`config.mk`:
```
export PLATFORM = sky130hd
export DESIGN_NAME = control_fsm
export DESIGN_NICKNAME = d
export VERILOG_FILES = /design/src/rtl/control_fsm.sv
export SDC_FILE = /design/constraint.sdc
export NUM_CORES = 1
export LEC_CHECK = 0
export BUFFER_PORTS_ARGS = -buffer_cell sky130_fd_sc_hd__buf_2
export CELL_PAD_IN_SITES_DETAIL_PLACEMENT = 0
export CELL_PAD_IN_SITES_GLOBAL_PLACEMENT = 2
export CORE_MARGIN = 4
export CORE_UTILIZATION = 29
export DETAILED_ROUTE_END_ITERATION = 10
export PLACE_DENSITY_LB_ADDON = 0.1
export SKIP_CTS_REPAIR_TIMING = 1
export SYNTH_ARGS = -nofsm -noshare
export SYNTH_HDL_FRONTEND = slang
export SYNTH_SLANG_ARGS = --single-unit
```
`constraint.sdc`:
```
create_clock -name clk -period 3.8 [get_ports clk]
set_clock_uncertainty 0.15 [all_clocks]
set_input_delay 0.95 -clock clk [delete_from_list [all_inputs] [get_ports clk]]
set_output_delay 0.95 -clock clk [all_outputs]
set_load 0.05 [all_outputs]
```
`src/rtl/control_fsm.sv`:
```
// control_fsm: multicycle processor control FSM with a bounded memory-wait timeout.
// Define CTRL_ILLEGAL_TRAP_EN to park unknown opcodes in TRAP until reset.
module control_fsm #(
    parameter int MEM_TIMEOUT = 16
) (
    input  logic       clk,
    input  logic       rst_n,
    input  logic [6:0] opcode,
    input  logic       zero,
    input  logic       mem_ready,
    output logic       pc_write,
    output logic       ir_write,
    output logic       mem_read,
    output logic       mem_write,
    output logic       i_or_d,
    output logic       reg_write,
    output logic       mem_to_reg,
    output logic       pc_src,
    output logic       mem_err,
    output logic       illegal,
    output logic [1:0] alu_src_a,
    output logic [1:0] alu_src_b,
    output logic [1:0] alu_op,
    output logic [3:0] state
);
    localparam logic [3:0] FETCH = 4'd0, DECODE = 4'd1, MEM_ADDR = 4'd2, MEM_RD = 4'd3,
                           MEM_WB = 4'd4, MEM_WR = 4'd5, EXEC_R = 4'd6, EXEC_I = 4'd7,
                           ALU_WB = 4'd8, BRANCH = 4'd9, TRAP = 4'd10;
    localparam logic [6:0] OP_LOAD = 7'b0000011, OP_STORE = 7'b0100011, OP_R = 7'b0110011,
                           OP_I = 7'b0010011, OP_BR = 7'b1100011;
    localparam logic [7:0] LIMIT = 8'(MEM_TIMEOUT - 1);
`ifdef CTRL_ILLEGAL_TRAP_EN
    localparam logic [3:0] ON_ILLEGAL = TRAP;
    assign illegal = state == TRAP;
`else
    localparam logic [3:0] ON_ILLEGAL = FETCH;
    assign illegal = 1'b0;
`endif
    logic [3:0] next_state;
    logic [7:0] cnt;
    logic       waiting;
    logic       timeout;
    assign waiting = state == FETCH || state == MEM_RD || state == MEM_WR;
    assign timeout = rst_n && waiting && !mem_ready && cnt == LIMIT;
    assign mem_err = timeout;
    always_ff @(posedge clk or negedge rst_n) begin
        if (!rst_n) begin
            state <= FETCH;
            cnt   <= '0;
        end else begin
            state <= next_state;
            cnt   <= (waiting && !mem_ready && !timeout) ? cnt + 8'd1 : 8'd0;
        end
    end
    always_comb begin
        next_state = FETCH;
        case (state)
            FETCH:    next_state = mem_ready ? DECODE : FETCH;
            DECODE:   next_state = (opcode == OP_LOAD || opcode == OP_STORE) ? MEM_ADDR :
                                   opcode == OP_R  ? EXEC_R :
                                   opcode == OP_I  ? EXEC_I :
                                   opcode == OP_BR ? BRANCH : ON_ILLEGAL;
            MEM_ADDR: next_state = opcode == OP_LOAD ? MEM_RD : MEM_WR;
            MEM_RD:   next_state = mem_ready ? MEM_WB : timeout ? FETCH : MEM_RD;
            MEM_WR:   next_state = (mem_ready || timeout) ? FETCH : MEM_WR;
            EXEC_R:   next_state = ALU_WB;
            EXEC_I:   next_state = ALU_WB;
            TRAP:     next_state = ON_ILLEGAL;
            default:  next_state = FETCH;
        endcase
    end
    always_comb begin
        pc_write   = 1'b0;
        ir_write   = 1'b0;
        mem_read   = 1'b0;
        mem_write  = 1'b0;
        i_or_d     = 1'b0;
        reg_write  = 1'b0;
        mem_to_reg = 1'b0;
        pc_src     = 1'b0;
        alu_src_a  = 2'b00;
        alu_src_b  = 2'b00;
        alu_op     = 2'b00;
        case (state)
            FETCH: begin
                mem_read  = 1'b1;
                alu_src_b = 2'b01;
                ir_write  = mem_ready & rst_n;
                pc_write  = mem_ready & rst_n;
            end
            DECODE:   alu_src_b = 2'b10;
            MEM_ADDR: begin
                alu_src_a = 2'b01;
                alu_src_b = 2'b10;
            end
            MEM_RD: begin
                mem_read = 1'b1;
                i_or_d   = 1'b1;
            end
            MEM_WB: begin
                reg_write  = 1'b1;
                mem_to_reg = 1'b1;
            end
            MEM_WR: begin
                mem_write = !timeout;
                i_or_d    = 1'b1;
            end
            EXEC_R: begin
                alu_src_a = 2'b01;
                alu_op    = 2'b10;
            end
            EXEC_I: begin
                alu_src_a = 2'b01;
                alu_src_b = 2'b10;
                alu_op    = 2'b10;
            end
            ALU_WB:   reg_write = 1'b1;
            BRANCH: begin
                alu_src_a = 2'b01;
                alu_op    = 2'b01;
                pc_src    = 1'b1;
                pc_write  = !zero;
            end
            default: ;
        endcase
    end
endmodule

```
==> metrics.md, run 1 <==
| Metric | Value |
|---|---|
| Bufs and invs on worst path | 1 |
| Drt wl/cell | 13.1 µm |
| Max Used Layer | met4 |
| Initial antenna violation count | 0 |
| Crit path from | state[1] |
| GRT Residual Overflow | 0 |
| Clock-pin slew on the worst setup and hold paths | 0.07 ns |
| Core ar. | 2760 µm² |
| Critical path arrival | 2.09 ns |
| Die span in y | 61.9 µm |
| Routability cong. | 0.739 |
| Fillers | 299 |
| Fin. Hold Viols | 0 |
| Synth area leaders | dfrtp_1 (36%), nor2_2 (5.2%), xnor2_1 (4.2%) |
| CP max stage delay | 0.65 ns |
| Initial Util | 30.5% |
| Crit Path Class | reg2out |
| Die area | 3830 µm² |
| Leak | 0.517 nW |
| Status | complete, no violations |
| Clock Power Share | 19.2% |
| Row cnt | 19 |
| Max Clk Rate | 0.313 GHz |
| Crit Path Max Fanout | 16 |
| Root buffer cell | clkbuf_4 |
| DR WL met3 | 193 µm |
| Register-to-Register Path Depth | 4 |
| H-tree levels | 1 |
| Maximum buffer depth of the clock tree | 2 |
| DRC | 0 |
| First-pass GRT wire length | 3290 µm |
| DRT met1 WL | 997 µm |
| Post-synthesis cell count | 98 |
| Flop2flop setup slack | 1.61 ns |
| Vias per cell | 5.19 |
| Drt pass-1 iters | 4 |
| Final slew viol count | 0 |
| Boundary Pins | 31 |
| IO Port Bufs | 28 |
| Total power | 0.532 mW |
| Synthesized flop and latch total | 12 |
| Cell breakdown of the critical path | xnor2_1, o21a_1, nor4_4, buf_2 |
| Worst-Skew Late Latency | 0.28 ns |
| Via count | 810 |
| HP Class | reg2reg |
| Min cycle time layout | 3.19 ns |
| VDD IR-drop max | 0.312 mV |
| Antenna Diode Count | 0 |
| Mapped Avg Cell Area | 8.59 µm² |
| Final Net Count | 138 |
| Switching share of power | 50.5% |
| Endpoint class of the critical path | output pin |
| Synth warn | 0 |
| Final setup TNS | 0 ns |
| Global-route usage over all layers | 11.6% |
| CP max stage cell | dfrtp_1 |
| Seq pwr share | 31.5% |
| Clock Sink Count | 12 |
| Layout cells sized above 1 | 36.0% |
| Mapped cell area | 842 µm² |
| Sequential area share after synthesis | 35.7% |
| Crit path depth | 4 |
| Area grow syn2layout | 22.6% |
| Cell taking the most area after synthesis | dfrtp_1 |
| FF-to-FF End | cnt[3] |
| End point of the critical path | mem_err |
| Int Pwr | 0.263 mW |
| Logic gate share of total power | 49.2% |
| Delay-heaviest family, CP | flip-flops |
| Largest net degree at the start of global routing | 17 |
| Total Wirelength | 2050 µm |
| CTS tree | yes |
| First DRT Iteration DRCs | 13 |
| Top-area cell type share of the netlist area | 35.7% |
| Tcrit/Tclk final | 84.0% |
| Vias in the first global route | 737 |
| Worst reg2reg startpoint | state[1] |
| Worst Hold Slack | 0.322 ns |
| # Max-Cap Violations | 0 |
| Met2 wire length | 840 µm |
| HPWL Detailed | 1610 µm |
| Sw Pwr | 0.269 mW |
| Pwr per Cell Area | 515 nW/µm² |
| CP Data Required Time | 2.70 ns |
| Final-report setup violation count | 0 |
| Die Wd | 61.9 µm |
| RSZ-0062 raised after global routing | no |
| Post-route ant nets | 0 |
| Post-synth cell types | 40 |
| CTS Buf Count | 3 |
| Worst Setup Start Kind | register |
metrics by stage:
stage               area [µm²]  std cells  setup slack, ns  util (%)
detailed placement         996        152            0.773      36.1
global placement           996        152            0.802      36.1
CTS                       1030        156            0.584      37.4
global route              1030        156            0.420      37.4
floorplan                  860         99           -0.154         -
finish                    1030        156            0.606      37.4
cells by family (layout without fill, tap and decap cells):
| logic type | count (synthesis) | in the layout | synth area share, % |
|---|---|---|---|
| flops | 12 | 12 | 35.7 |
| simple gates | 49 | 49 | 34.2 |
| xor+xnor | 7 | 7 | 7.28 |
| fa+ha+maj | 1 | 1 | 1.49 |
| buf+inv | 13 | 39 | 8.62 |
| compound gates | 15 | 15 | 12.3 |
| other cells | 1 | 2 | 0.445 |
area by class of cell:
| cell class | instances | area, µm² | area share, % |
|---|---|---|---|
| multi-input combinational | 74 | 487 | 47.2 |
| sequential | 12 | 300 | 29.1 |
| tap | 31 | 38.8 | 3.76 |
| inverter | 6 | 22.5 | 2.18 |
| clock buffer | 4 | 36.3 | 3.52 |
| timing repair buffer | 29 | 148 | 14.3 |
synth_stat cells, drive strengths merged:
library cell  instances
or3b                  1
o32ai                 1
o211ai                1
nand3b                1
nor4                  4
nand3                 4
o21a                  1
clkbuf                2
nand4bb               1
and3                  3
buf                   5
and2                  1
a211oi                2
or2                   2
nand2b                2
nor3b                 1
a2bb2oi               1
or4b                  1
ha                    1
conb                  1
o21bai                1
nor3                  5
nand2                 5
or3                   2
o21ai                 1
nand4                 1
o41ai                 1
a21oi                 3
nor2b                 2
xnor2                 4
o31ai                 1
inv                   6
nor2                 13
xor2                  3
o22ai                 2
dfrtp                12
power groups by stage:
stage	registers, mW	clock network [mW]	logic (mW)
after floorplan	0.174	0	0.213
after CTS	0.168	0.105	0.264
after global routing	0.172	0.112	0.284
after detailed placement	0.171	0	0.264
after global placement	0.171	0	0.266
final	0.168	0.102	0.262
how the worst min path moves through the flow:
stage / end / startpoint / slack, ns / depth (start not counted)
floorplan: cnt[0] / cnt[0] / 0.28 / 1
global placement: cnt[0] / cnt[0] / 0.31 / 1
detailed placement: cnt[0] / cnt[0] / 0.32 / 1
CTS: cnt[0] / cnt[0] / 0.33 / 1
global route: cnt[4] / rst_n / 0.33 / 1
finish: cnt[0] / cnt[0] / 0.32 / 1
flip-flops by register name (all words and copies together), names as in the netlist:
name   cells
cnt        8
state      4
metal layers:
metal | vias to the layer above | global-route usage [%]
met5 | - | 0
met4 | 0 | 2.73
met3 | 2 | 4.96
met2 | 29 | 17.0
met1 | 383 | 15.7
li1 | 396 | -
cells in the final DEF (no fill, tap or decap), drive strengths merged, types with 2 or more instances in the layout:
| cell | count |
|---|---|
| a21oi | 3 |
| nand3 | 4 |
| or2 | 2 |
| dfrtp | 12 |
| nand2 | 5 |
| or3 | 2 |
| clkbuf | 4 |
| nor2 | 13 |
| xnor2 | 4 |
| xor2 | 3 |
| buf | 29 |
| nor2b | 2 |
| conb | 2 |
| a211oi | 2 |
| inv | 6 |
| nor3 | 5 |
| nand2b | 2 |
| o22ai | 2 |
| and3 | 3 |
| nor4 | 4 |
Note: power is estimated with default switching activity, not from simulation.
==> run 2, diff against run 1 <==
--- a/config.mk
+++ b/config.mk
@@ -9,7 +9,7 @@
 export CELL_PAD_IN_SITES_DETAIL_PLACEMENT = 0
 export CELL_PAD_IN_SITES_GLOBAL_PLACEMENT = 2
 export CORE_MARGIN = 4
-export CORE_UTILIZATION = 29
+export CORE_UTILIZATION = 24
 export DETAILED_ROUTE_END_ITERATION = 10
 export PLACE_DENSITY_LB_ADDON = 0.1
 export SKIP_CTS_REPAIR_TIMING = 1
==> constraint.sdc (replaced) <==
create_clock -name clk -period 2.9 [get_ports clk]
set_clock_uncertainty 0.15 [all_clocks]
set_input_delay 0.725 -clock clk [delete_from_list [all_inputs] [get_ports clk]]
set_output_delay 0.725 -clock clk [all_outputs]
set_load 0.05 [all_outputs]
==> metrics.md, run 2 (same netlist as run 1, synthesis figures left out) <==
| Metric | Value |
|---|---|
| Fin. Hold Viols | 0 (unchanged) |
| Pwr per Cell Area | 649 nW/µm² (was 515 nW/µm²) |
| Most common cell after layout, fill and taps aside | buf_2 (unchanged) |
| Crit Path Class | reg2out (unchanged) |
| Initial Util | 25.0% (was 30.5%) |
| Crit Path Max Fanout | 4 (was 16) |
| Clock-pin slew on the worst setup and hold paths | 0.08 ns (was 0.07 ns) |
| Final Net Count | 145 (was 138) |
| Vias in the first global route | 817 (was 737) |
| Biggest regs | cnt (8), state (4) (unchanged) |
| Final-report setup violation count | 0 (unchanged) |
| Largest register FFs | 8 (unchanged) |
| VDD IR-drop max | 0.219 mV (was 0.312 mV) |
| Layout cells sized above 1 | 44.7% (was 36.0%) |
| Antenna Diode Count | 0 (unchanged) |
| # Max-Cap Violations | 0 (unchanged) |
| Placed Area | 1100 µm² (was 996 µm²) |
| Sequential Area | 303 µm² (was 300 µm²) |
| Total power | 0.747 mW (was 0.532 mW) |
| IO Port Bufs | 28 (unchanged) |
| Tcrit/Tclk final | 96.1% |
| Die area | 4520 µm² (was 3830 µm²) |
| HP Class | in2async (was reg2reg) |
| Root buffer cell | clkbuf_4 (unchanged) |
| HPWL Detailed | 1730 µm (was 1610 µm) |
| Register-to-Register Path Depth | 5 (was 4) |
| Post-route ant nets | 0 (unchanged) |
| Via count | 816 (was 810) |
| Maximum buffer depth of the clock tree | 2 (unchanged) |
| Reg with most FFs | cnt (unchanged) |
| Fin util | 34.3% (was 37.4%) |
| H-tree levels | 1 (unchanged) |
| Most frequent cells in the layout | buf_2 (27), dfrtp_1 (10), buf_4 (8) (was buf_2 (28), dfrtp_1 (12), nor2_2 (7)) |
| Design area | 1150 µm² (was 1030 µm²) |
| CP Data Required Time | 2.03 ns (was 2.70 ns) |
| Boundary Pins | 31 (unchanged) |
| Routability cong. | 0.771 (was 0.739) |
| Global-route usage over all layers | 10.8% (was 11.6%) |
| Endpoint class of the critical path | output pin (unchanged) |
| DRC | 0 (unchanged) |
| Clock Sink Count | 12 (unchanged) |
| Core ar. | 3360 µm² (was 2760 µm²) |
| Fillers | 384 (was 299) |
| Max Clk Rate | 0.359 GHz |
| Die span in y | 67.2 µm (was 61.9 µm) |
| Largest net degree at the start of global routing | 14 (was 17) |
| Area grow syn2layout | 36.9% (was 22.6%) |
| First-pass GRT wire length | 3720 µm (was 3290 µm) |
| Worst-Skew Late Latency | 0.27 ns (was 0.28 ns) |
| Status | complete, no violations (unchanged) |
| Min cycle time layout | 2.79 ns |
| GRT Residual Overflow | 0 (unchanged) |
| Worst Hold Slack | 0.258 ns (was 0.322 ns) |
| Row cnt | 21 (was 19) |
| Total Wirelength | 2200 µm (was 2050 µm) |
| Leak | 0.561 nW (was 0.517 nW) |
| Initial antenna violation count | 0 (unchanged) |
| Multi-input logic area | 531 µm² (was 487 µm²) |
| CTS tree | yes (unchanged) |
| CTS Buf Count | 3 (unchanged) |
| Die Wd | 67.2 µm (was 61.9 µm) |
| Drt wl/cell | 12.3 µm (was 13.1 µm) |
| First DRT Iteration DRCs | 44 (was 13) |
| Vias per cell | 4.58 (was 5.19) |
| Final slew viol count | 0 (unchanged) |
| Drt pass-1 iters | 4 (unchanged) |
| Worst Setup Start Kind | register (unchanged) |
| Critical path arrival | 1.91 ns (was 2.09 ns) |
==> run 2: worst paths after layout <==
path,slack (ns),start,end
worst max-delay path,0.11,cnt[0],mem_write
worst max register to register,0.84,cnt[0],cnt[3]
max in group asynchronous,2.17,rst_n,state[2]
worst min-delay path,0.26,rst_n,cnt[4]
min in group clk,0.31,cnt[0],cnt[0]
worst min register to register,0.31,cnt[0],cnt[0]
==> run 2: cell type report <==
type / instances / share of cell area [%]
multi-input combinational: 74 / 46.0
sequential: 12 / 26.3
timing repair buffer: 36 / 17.6
tap: 46 / 4.99
clock buffer: 4 / 3.15
inverter: 6 / 1.95
==> run 2: per-layer routing <==
layer  share of wire (%)  global-route usage, %
met5                   0                      0
met1                  49                   14.5
met3                 6.6                   2.83
met2                  44                   16.9
met4                0.55                   3.04
==> run 2: report_power, final <==
part	total, mW	leakage, nW	internal (mW)	switching, mW
Combinational	0.418	0.379	0.119	0.299
Clock	0.132	0.0210	0.0763	0.0559
Sequential	0.197	0.162	0.185	0.0120
Total	0.747	0.561	0.380	0.367
==> run 2: worst max-delay path, cell delays in order, from the launching register on <==
cell     delay (ns)
dfrtp_1        0.38
ha_1           0.19
and3_1         0.23
nand3_1        0.15
nor4_4         0.27
buf_4          0.18
nor3_4         0.03
buf_2          0.21
==> run 2: through the flow <==
stage	setup TNS [ns]	worst slack, ns	std cells
finish	0	0.114	178
detailed placement	0	0.274	172
global placement	0	0.315	172
CTS	-0.0417	-0.0417	176
global route	-0.0303	-0.0263	178
floorplan	-0.326	-0.168	99
